$ cat src/rtl/servisia_sram_arb_if.sv
// Loader/debug requester port of the SRAM arbiter.
// Word-oriented ownership, command and read-return signals.
interface servisia_sram_arb_if #(
    parameter int AW = 20
);
    logic          req;
    logic          gnt;
    logic          valid;
    logic          ready;
    logic          we;
    logic [AW-1:0] addr;
    logic [31:0]   wdata;
    logic          rvalid;
    logic [31:0]   rdata;

    modport master (
        output req, valid, we, addr, wdata,
        input  gnt, ready, rvalid, rdata
    );

    modport slave (
        input  req, valid, we, addr, wdata,
        output gnt, ready, rvalid, rdata
    );
endinterface

$ cat src/rtl/servisia_sram_arb.sv
// Byte-wide SRAM port shared between the core and a word loader.
// The loader owns the port exclusively and keeps the core in reset.
module servisia_sram_arb #(
    parameter int AW        = 20,
    parameter bit BOOT_HOLD = 1'b0
) (
    input  logic          clk_i,
    input  logic          rst_i,
    input  logic [AW-1:0] core_waddr_i,
    input  logic [7:0]    core_wdata_i,
    input  logic          core_wen_i,
    input  logic [AW-1:0] core_raddr_i,
    input  logic          core_ren_i,
    output logic [7:0]    core_rdata_o,
    output logic          core_rst_o,
    servisia_sram_arb_if.slave ldr,
    output logic [AW-1:0] mem_addr_o,
    output logic [7:0]    mem_wdata_o,
    output logic          mem_write_o,
    output logic          mem_read_o,
    input  logic [7:0]    mem_rdata_i
);

    typedef enum logic [2:0] {
        CORE,
        LDR_IDLE,
        LDR_WR,
        LDR_RD,
        LDR_RDLAST
    } state_t;

    localparam state_t RST_STATE = BOOT_HOLD ? LDR_IDLE : CORE;

    state_t        state;
    state_t        state_nx;
    logic [1:0]    beat;
    logic [AW-1:0] addr_q;
    logic [31:0]   wdata_q;
    logic          we_q;
    logic [31:0]   rdata_q;
    logic [AW-1:0] beat_addr;

    // Low address bits are held at zero, so OR-ing the beat never carries.
    assign beat_addr    = addr_q | AW'(beat);
    assign core_rdata_o = mem_rdata_i;
    assign core_rst_o   = rst_i | (state != CORE);

    // Final byte is forwarded straight from the SRAM during the last cycle.
    assign ldr.rdata  = (state == LDR_RDLAST) ?
                        {mem_rdata_i, rdata_q[23:0]} : rdata_q;
    assign ldr.rvalid = (state == LDR_RDLAST);

    // State register.
    always_ff @(posedge clk_i) begin
        if (rst_i) begin
            state <= RST_STATE;
        end else begin
            state <= state_nx;
        end
    end

    // Next-state logic; a new command wins over a same-cycle req drop.
    always_comb begin
        state_nx = state;
        unique case (state)
            CORE: begin
                if (ldr.req) state_nx = LDR_IDLE;
            end
            LDR_IDLE: begin
                if (ldr.valid) begin
                    state_nx = ldr.we ? LDR_WR : LDR_RD;
                end else if (!ldr.req) begin
                    state_nx = CORE;
                end
            end
            LDR_WR: begin
                if (beat == 2'd3) state_nx = LDR_IDLE;
            end
            LDR_RD: begin
                if (beat == 2'd3) state_nx = LDR_RDLAST;
            end
            LDR_RDLAST: state_nx = LDR_IDLE;
            default:    state_nx = RST_STATE;
        endcase
    end

    // Output logic: core passthrough in CORE, loader byte beats otherwise.
    always_comb begin
        mem_addr_o  = '0;
        mem_wdata_o = '0;
        mem_write_o = 1'b0;
        mem_read_o  = 1'b0;
        ldr.gnt     = 1'b1;
        ldr.ready   = 1'b0;
        unique case (state)
            CORE: begin
                ldr.gnt     = 1'b0;
                mem_addr_o  = core_wen_i ? core_waddr_i : core_raddr_i;
                mem_wdata_o = core_wdata_i;
                mem_write_o = core_wen_i;
                mem_read_o  = core_ren_i;
            end
            LDR_IDLE: ldr.ready = 1'b1;
            LDR_WR: begin
                mem_write_o = 1'b1;
                mem_addr_o  = beat_addr;
                mem_wdata_o = wdata_q[{beat, 3'b000} +: 8];
            end
            LDR_RD: begin
                mem_read_o = 1'b1;
                mem_addr_o = beat_addr;
            end
            default: ;
        endcase
    end

    // Command capture, beat sequencing and read-word assembly.
    always_ff @(posedge clk_i) begin
        if (rst_i) begin
            beat    <= '0;
            addr_q  <= '0;
            wdata_q <= '0;
            we_q    <= 1'b0;
            rdata_q <= '0;
        end else begin
            unique case (state)
                LDR_IDLE: begin
                    if (ldr.valid) begin
                        addr_q  <= ldr.addr & ~AW'(3);
                        wdata_q <= ldr.wdata;
                        we_q    <= ldr.we;
                        beat    <= '0;
                    end
                end
                LDR_WR: beat <= beat + 2'd1;
                LDR_RD: begin
                    beat <= beat + 2'd1;
                    if (beat != 2'd0) begin
                        rdata_q[{beat - 2'd1, 3'b000} +: 8] <= mem_rdata_i;
                    end
                end
                LDR_RDLAST: rdata_q[31:24] <= mem_rdata_i;
                default: ;
            endcase
        end
    end

    logic unused_we;
    assign unused_we = we_q;

endmodule

$ cat src/flat_wrapper.sv
// flat-port wrapper written by rule: the top's interface ports become plain ports
module servisia_sram_arb_flat 
#(
    parameter int AW        = 20,
    parameter bit BOOT_HOLD = 1'b0
)
  (clk_i, rst_i, core_waddr_i, core_wdata_i, core_wen_i, core_raddr_i, core_ren_i, core_rdata_o, core_rst_o, mem_addr_o, mem_wdata_o, mem_write_o, mem_read_o, mem_rdata_i, ldr_req, ldr_valid, ldr_we, ldr_addr, ldr_wdata, ldr_gnt, ldr_ready, ldr_rvalid, ldr_rdata);
  servisia_sram_arb_if #(.AW(AW)) ldr_i ();
  input  logic clk_i;
  input  logic rst_i;
  input  logic [AW-1:0] core_waddr_i;
  input  logic [7:0] core_wdata_i;
  input  logic core_wen_i;
  input  logic [AW-1:0] core_raddr_i;
  input  logic core_ren_i;
  output logic [7:0] core_rdata_o;
  output logic core_rst_o;
  output logic [AW-1:0] mem_addr_o;
  output logic [7:0] mem_wdata_o;
  output logic mem_write_o;
  output logic mem_read_o;
  input  logic [7:0] mem_rdata_i;
  input wire logic [$bits(ldr_i.req)-1:0] ldr_req;
  input wire logic [$bits(ldr_i.valid)-1:0] ldr_valid;
  input wire logic [$bits(ldr_i.we)-1:0] ldr_we;
  input wire logic [$bits(ldr_i.addr)-1:0] ldr_addr;
  input wire logic [$bits(ldr_i.wdata)-1:0] ldr_wdata;
  output wire logic [$bits(ldr_i.gnt)-1:0] ldr_gnt;
  output wire logic [$bits(ldr_i.ready)-1:0] ldr_ready;
  output wire logic [$bits(ldr_i.rvalid)-1:0] ldr_rvalid;
  output wire logic [$bits(ldr_i.rdata)-1:0] ldr_rdata;
  assign ldr_i.req = ldr_req;
  assign ldr_i.valid = ldr_valid;
  assign ldr_i.we = ldr_we;
  assign ldr_i.addr = ldr_addr;
  assign ldr_i.wdata = ldr_wdata;
  assign ldr_gnt = ldr_i.gnt;
  assign ldr_ready = ldr_i.ready;
  assign ldr_rvalid = ldr_i.rvalid;
  assign ldr_rdata = ldr_i.rdata;
  servisia_sram_arb #(.AW(AW), .BOOT_HOLD(BOOT_HOLD)) u_core (.clk_i(clk_i), .rst_i(rst_i), .core_waddr_i(core_waddr_i), .core_wdata_i(core_wdata_i), .core_wen_i(core_wen_i), .core_raddr_i(core_raddr_i), .core_ren_i(core_ren_i), .core_rdata_o(core_rdata_o), .core_rst_o(core_rst_o), .ldr(ldr_i), .mem_addr_o(mem_addr_o), .mem_wdata_o(mem_wdata_o), .mem_write_o(mem_write_o), .mem_read_o(mem_read_o), .mem_rdata_i(mem_rdata_i));
endmodule
$ cat config.mk
export PLATFORM = sky130hd
export DESIGN_NAME = servisia_sram_arb_flat
export DESIGN_NICKNAME = d
export VERILOG_FILES = /design/src/rtl/servisia_sram_arb_if.sv /design/src/rtl/servisia_sram_arb.sv /design/src/flat_wrapper.sv
export SDC_FILE = /design/constraint.sdc
export NUM_CORES = 1
export LEC_CHECK = 0
export ABC_AREA = 1
export CORE_AREA = 4 4 107 109
export CTS_BUF_LIST = sky130_fd_sc_hd__clkbuf_4 sky130_fd_sc_hd__clkbuf_8
export CTS_CLUSTER_SIZE = 12
export DETAILED_ROUTE_END_ITERATION = 6
export DIE_AREA = 0 0 111 113
export PLACE_DENSITY = 0.8
export SKIP_CTS_REPAIR_TIMING = 1
export SLEW_MARGIN = 10
export SYNTH_ARGS = -nofsm -noshare
export SYNTH_HDL_FRONTEND = slang
export SYNTH_SLANG_ARGS = --single-unit
$ cat constraint.sdc
create_clock -name clk_i -period 2.3 [get_ports clk_i]
set_clock_uncertainty 0.1 [all_clocks]
set_input_delay 0.345 -clock clk_i [delete_from_list [all_inputs] [get_ports clk_i]]
set_output_delay 0.345 -clock clk_i [all_outputs]
set_load 0.05 [all_outputs]
==> results of run 1 <==
-- routing by layer --
metal	vias to the layer above	track usage, %
met3	27	4.97
li1	2506	-
met4	0	7.47
met1	2346	26.1
met2	196	43.9
met5	-	0
-- cells in the final DEF, fill, tap and decap left out --
cell type / n
clkinv_4: 1
o21ai_0: 53
a21boi_0: 3
a22o_1: 18
clkbuf_8: 9
nand3_2: 4
o21ai_1: 4
nor2_1: 131
bufinv_16: 1
clkdlybuf4s50_1: 136
nor3_2: 1
buf_4: 36
a211oi_1: 1
nor3_1: 1
nand3_1: 50
dfxtp_2: 3
ha_1: 6
clkinv_2: 2
dfxtp_1: 84
nor2_4: 2
nor2_2: 3
buf_12: 32
inv_1: 24
inv_6: 2
inv_2: 4
a21oi_1: 38
nand2_1: 177
nand2_2: 2
clkinvlp_4: 1
clkinv_1: 1
clkbuf_4: 1
buf_6: 1
nand4_1: 9
or2_2: 4
-- power by group --
group / internal (W) / switching [W] / total [W]
Sequential: 0.00166 / 0.000106 / 0.00177
Clock: 0.000523 / 0.000575 / 0.00110
Combinational: 0.000979 / 0.00143 / 0.00241
-- cell type report --
class	instances	area [um^2]	area share [%]
Sequential cell	87	1750	25.5
Tap cell	140	175	2.56
Clock buffer	10	131	1.92
Timing Repair Buffer	205	2280	33.3
Clock inverter	6	68.8	1.00
Multi-Input combinational cell	507	2330	34.1
Inverter	30	114	1.66
-- cells by family after synthesis --
kind of cell,count (synthesis)
AO/OA/AOI/OAI,117
adder cells (fa/ha/maj),6
buffers and inverters,101
AND/OR/NAND/NOR,384
flip-flops,87
-- critical path, cell delays in order, from the launching register on --
cell and delay, ps:
dfxtp_1 570, inv_2 130, nand2_1 120, inv_2 150, a22o_1 300, buf_12 160
-- flip-flops by register name, summed over array words and instances (netlist names) --
name / count
u_core.addr_q: 18
u_core.wdata_q: 32
u_core.beat: 2
u_core.state: 3
u_core.rdata_q: 32
-- stage by stage --
stage	total power, W	worst slack, ps	util (%)
final	0.00528	66.9	64.6
after detailed placement	0.00420	179	62.6
after floorplan	0.00318	51.5	-
after CTS	0.00528	-13.6	64.5
after global routing	0.00554	8.60	64.6
after global placement	0.00414	168	62.6
-- worst max-delay path by stage --
stage | startpoint | to | slack (ps) | cells past startpoint
2_1_floorplan | core_wen_i | mem_write_o | 50 | 3
3_3_place_gp | core_wen_i | mem_addr_o[0] | 170 | 8
3_5_place_dp | core_wen_i | mem_addr_o[0] | 180 | 8
4_1_cts | u_core.state[0] | ldr_rdata[31] | -10 | 6
5_1_grt | u_core.state[2] | mem_addr_o[8] | 9 | 5
6_report | u_core.state[2] | mem_addr_o[8] | 70 | 5
==> flow_summary_export.csv, run 1 <==
group,metric,value,unit
route,routed-wl-met3,1190,um
timing,hold_violations,0,
yosys,synth_top_family_by_area,"simple AND/OR/NAND/NOR gates",
global_route,grt_max_degree,51,
yosys,syn_area,0.00463,mm^2
floorplanning,dieArea,0.0125,mm^2
global_route,grt_pass1_wl,24100,um
hold_path,holdCritStartpoint,"u_core.rdata_q[7]",
yosys,synth-simple-area-share,34.3,%
route,drc,0,
pwr,cellLeakagePower,2.87,nW
timing,tns,0,ps
yosys,synth_compound_area_share,14.3,%
setup_path,crit_type,"register to output port",
yosys,yosysWarnings,0,
setup_path,r2r_setup_slack,230,ps
clocking,cts_tree,"built",
timing,period_share,97.1,%
yosys,async_flop_share,0,%
global_route,grt_use_total,23.3,%
global_route,antenna_found_initial,0,
finish,final_cells,985,
yosys,syn_nets,816,
yosys,synth_top_area_cell,"dfxtp_1",
place,dp_hpwl,11500,um
setup_path,reg2reg_depth,8,
place,place_congestion,0.929,
finish,fin_area,0.00685,mm^2
yosys,syn_avg_cell_area,6.66,um^2
route,first_iter_violations,225,
yosys,yosysTopAreaCellShare,37.6,%
setup_path,required,1860,ps
status,outcome,"finished clean",
finish,nets,961,
route,first_pass_iters,7,
place,io_buffers,186,
setup_path,r2r-start,"u_core.beat[0]",
timing,min_period,2230,ps
floorplanning,core,0.0106,mm^2
clocking,clk_latency,350,ps
clocking,clock-sinks,87,
setup_path,crit_fanout,18,
timing,worstMarginPinSlew,529,ps
clocking,ctsHtreeMaxLevel,3,
route,vias,5075,
yosys,synth.most_common_cell,"nand2_1",
yosys,synth_mux_area_share,0,%
yosys,synthAdderAreaFrac,1.62,%
floorplanning,die_w,111,um
setup_path,endpoint_kind,"output port",
finish,syn2layout_area_growth,48.0,%
clocking,path_clk_slew,90,ps
global_route,grt_overflow,0,
setup_path,arrival,1790,ps
timing,whs,367,ps
yosys,netlist_top_cells_area,"dfxtp_1, nand2_1, nor2_1",
timing,relSlewSlack,64.6,%
place,post_dp_cell_area,0.00664,mm^2
timing,maxSlewViolCount,0,
route,wl_met2,7770,um
floorplanning,ios,189,
timing,rsz0062_at_grt,"no",
yosys,syn_inst,695,
timing,finalSetupViolations,0,
pwr,power.density,770,mW/mm^2
hold_path,hold_path_class,"register to register",
setup_path,start_kind,"register",
route,top_layer,"met4",
yosys,synth_commonest_cells,"nand2_1, nor2_1, dfxtp_1",
finish,num-fill-cells,930,
place,placed_cells,969,
yosys,synth-seq-cells,87,
timing,clock.fmax,448,MHz
yosys,synth_flop_cell,"dfxtp_1",
floorplanning,initial_core_util,43.7,%
clocking,numCtsBuffers,9,
setup_path,reg2reg_to,"u_core.rdata_q[27]",
floorplanning,rows,38,
flow_run,maxCapViolCount,0,
yosys,ys_types,27,
clocking,clk_path_buf_depth,2,
route,viasPerCell,5.15,
finish,n_antenna_cell,0,
route,wl_met1,5700,um
clocking,cts_root_buffer,"clkbuf_8",
route,drtAntennaViolNets,0,
hold_path,holdPathEnd,"u_core.rdata_q[7]",
route,wl_per_cell,15.2,um
hold_path,worstHoldPathCells,2,
yosys,ys_seq_area_share,37.6,%
route,routed_wl,15000,um
finish,drive_above_1_share,12.9,%
yosys,synthXorXnorAreaFrac,0,%
floorplanning,fp.dieH,113,um
yosys,synth_edf_count,0,
pwr,vdd_drop_max,0.000516,V
global_route,grt_pass1_vias,4972,
Power figures use the tool's default switching activity.
==> run 2: changes to the inputs <==
Settings changed: ABC_AREA 1 to unset, CORE_AREA 4 4 107 109 to 4 4 105 107, DIE_AREA 0 0 111 113 to 0 0 109 111.
==> run 2 against run 1 <==
Against the previous run:
- non-clock buffer count up 3
- flip-flop and latch count unchanged
- synthesized cell count down 22%
- critical path depth unchanged
- setup slack better by 9.2 ps
- utilization up 3.1 points
- die area down 3.5%
- final cell count down 15%
- via count down 16%
- largest cell class is now non-clock buffers
- largest power group is now registers
==> flow_summary_export.csv, run 2 <==
group,metric,value,unit
status,outcome,"finished clean",
global_route,grt_max_degree,51,
global_route,grt_pass1_vias,4205,
clocking,clk_latency,340,ps
yosys,synth-seq-cells,87,
timing,worstMarginPinSlew,514,ps
route,first_pass_iters,4,
pwr,p_int,0.00291,W
route,drtAntennaViolNets,0,
pwr,cellLeakagePower,2.57,nW
setup_path,required,1860,ps
clocking,cts_root_buffer,"clkbuf_8",
pwr,p_clk_share,27.6,%
yosys,synth_flop_cell,"dfxtp_1",
yosys,syn_area,0.00438,mm^2
finish,final_cell_mix,"nand2_1, clkdlybuf4s50_1, dfxtp_1, a21oi_1, buf_12",
route,routed-wl-met3,1080,um
finish,top_regs,"u_core.rdata_q (32), u_core.wdata_q (32), u_core.addr_q (18)",
finish,num-fill-cells,793,
clocking,ctsHtreeMaxLevel,3,
pwr,p_sw,0.00142,W
global_route,grt_pass1_wl,20500,um
pwr,p_seq_share,36.9,%
pwr,power.density,631,mW/mm^2
timing,setup_ws,76.1,ps
yosys,synth_edf_count,0,
clocking,cts_tree,"built",
timing,hold_violations,0,
yosys,yosysWarnings,0,
flow_run,maxCapViolCount,0,
finish,multi_input_area,0.00225,mm^2
floorplanning,initial_core_util,43.2,%
clocking,path_clk_slew,90,ps
yosys,synth_commonest_cells,"nand2_1, dfxtp_1, a21oi_1",
route,first_iter_violations,119,
finish,drive_above_1_share,17.6,%
timing,rsz0062_at_grt,"yes",
floorplanning,rows,37,
route,wl_per_cell,15.6,um
route,top_layer,"met4",
setup_path,crit_type,"register to output port",
setup_path,start_kind,"register",
finish,regArea,0.00175,mm^2
setup_path,endpoint_kind,"output port",
floorplanning,core,0.0101,mm^2
yosys,ys_seq_area_share,39.7,%
finish,syn2layout_area_growth,56.6,%
place,dp_hpwl,9870,um
global_route,antenna_found_initial,0,
yosys,syn_avg_cell_area,8.06,um^2
place,place_congestion,0.832,
clocking,numCtsBuffers,9,
yosys,syn_nets,665,
finish,n_antenna_cell,0,
timing,min_period,2220,ps
setup_path,crit_fanout,8,
yosys,synth_top_area_cell,"dfxtp_1",
timing,clock.fmax,450,MHz
setup_path,arrival,1780,ps
timing,period_share,96.7,%
floorplanning,ios,189,
timing,maxSlewViolCount,0,
timing,relSlewSlack,65.6,%
timing,finalSetupViolations,0,
floorplanning,dieArea,0.0121,mm^2
hold_path,hold_path_class,"input pin to register",
floorplanning,die_w,109,um
pwr,vdd_drop_max,0.000397,V
route,routed_wl,13000,um
yosys,yosysTopAreaCellShare,39.7,%
global_route,grt_use_total,21.0,%
place,io_buffers,186,
floorplanning,fp.dieH,111,um
route,drc,0,
yosys,netlist_top_cells_area,"dfxtp_1, nand2_1, a21oi_1",
route,wl_met1,5180,um
yosys,ys_types,36,
global_route,grt_overflow,0,
clocking,clk_path_buf_depth,2,
route,wl_met2,6580,um
yosys,async_flop_share,0,%
yosys,syn_inst,544,
clocking,clock-sinks,87,
finish,final_core_util,67.7,%
pwr,p_sw_share,32.8,%
route,viasPerCell,5.14,
place,pre_cts_ws,179,ps
finish,nets,813,
pwr,pwr-share-comb,35.5,%
finish,layout_commonest_cell,"nand2_1",
yosys,synth.most_common_cell,"nand2_1",
route,vias,4282,
## run 2: kinds of logic (layout without fill, tap and decap cells)
group / Yosys count / after routing / synth area share [%]
simple gates: 220 / 220 / 22.1
compound gates: 111 / 111 / 13.5
flops: 87 / 87 / 39.7
buf+inv: 75 / 228 / 10.1
mux: 45 / 45 / 12.8
fa+ha+maj: 6 / 6 / 1.71
## run 2: layout make-up
| type | instances | share of cell area (%) |
|---|---|---|
| Sequential cell | 87 | 25.4 |
| Clock buffer | 9 | 1.80 |
| Timing Repair inverter | 1 | 0.109 |
| Multi-Input combinational cell | 382 | 32.8 |
| Inverter | 3 | 0.200 |
| Tap cell | 136 | 2.48 |
| Timing Repair Buffer | 208 | 35.7 |
| Clock inverter | 7 | 1.49 |
## run 2: stage by stage
step / std cells / setup TNS (ps) / hold WS, ps / power [W] / area [um^2]
2_1_floorplan: 544 / -3580 / 332 / 0.00240 / 4410
3_3_place_gp: 810 / 0 / 340 / 0.00310 / 6500
3_5_place_dp: 810 / 0 / 345 / 0.00312 / 6500
4_1_cts: 826 / -3340 / 203 / 0.00432 / 6730
5_1_grt: 833 / -75.2 / 212 / 0.00452 / 6870
6_report: 833 / 0 / 226 / 0.00434 / 6870
## run 2: critical path: stages (launching register included)
cell and delay, ps:
dfxtp_4 380, buf_12 140, mux4_2 490, mux2i_1 170, nor2_1 90, buf_6 170
## run 2: worst paths after layout
kind,start,to,slack [ps],cells after the start
worst max-delay path,u_core.beat[0],mem_wdata_o[7],80,5
worst min-delay path,rst_i,u_core.beat[0],230,2
worst max register to register,u_core.beat[0],u_core.rdata_q[30],270,6
worst min register to register,u_core.rdata_q[12],u_core.rdata_q[12],360,2
## run 2: power by group through the flow
stage	registers, W	logic, W	clock network [W]
after CTS	0.00160	0.00149	0.00123
after global placement	0.00163	0.00147	0
after global routing	0.00161	0.00163	0.00129
after detailed placement	0.00163	0.00149	0
after floorplan	0.00163	0.000775	0
final	0.00160	0.00154	0.00120
## run 2: routing by layer
metal	up-vias	track usage, %
li1	2101	-
met1	2001	25.2
met2	166	36.1
met3	14	6.70
met4	0	4.80
met5	-	0
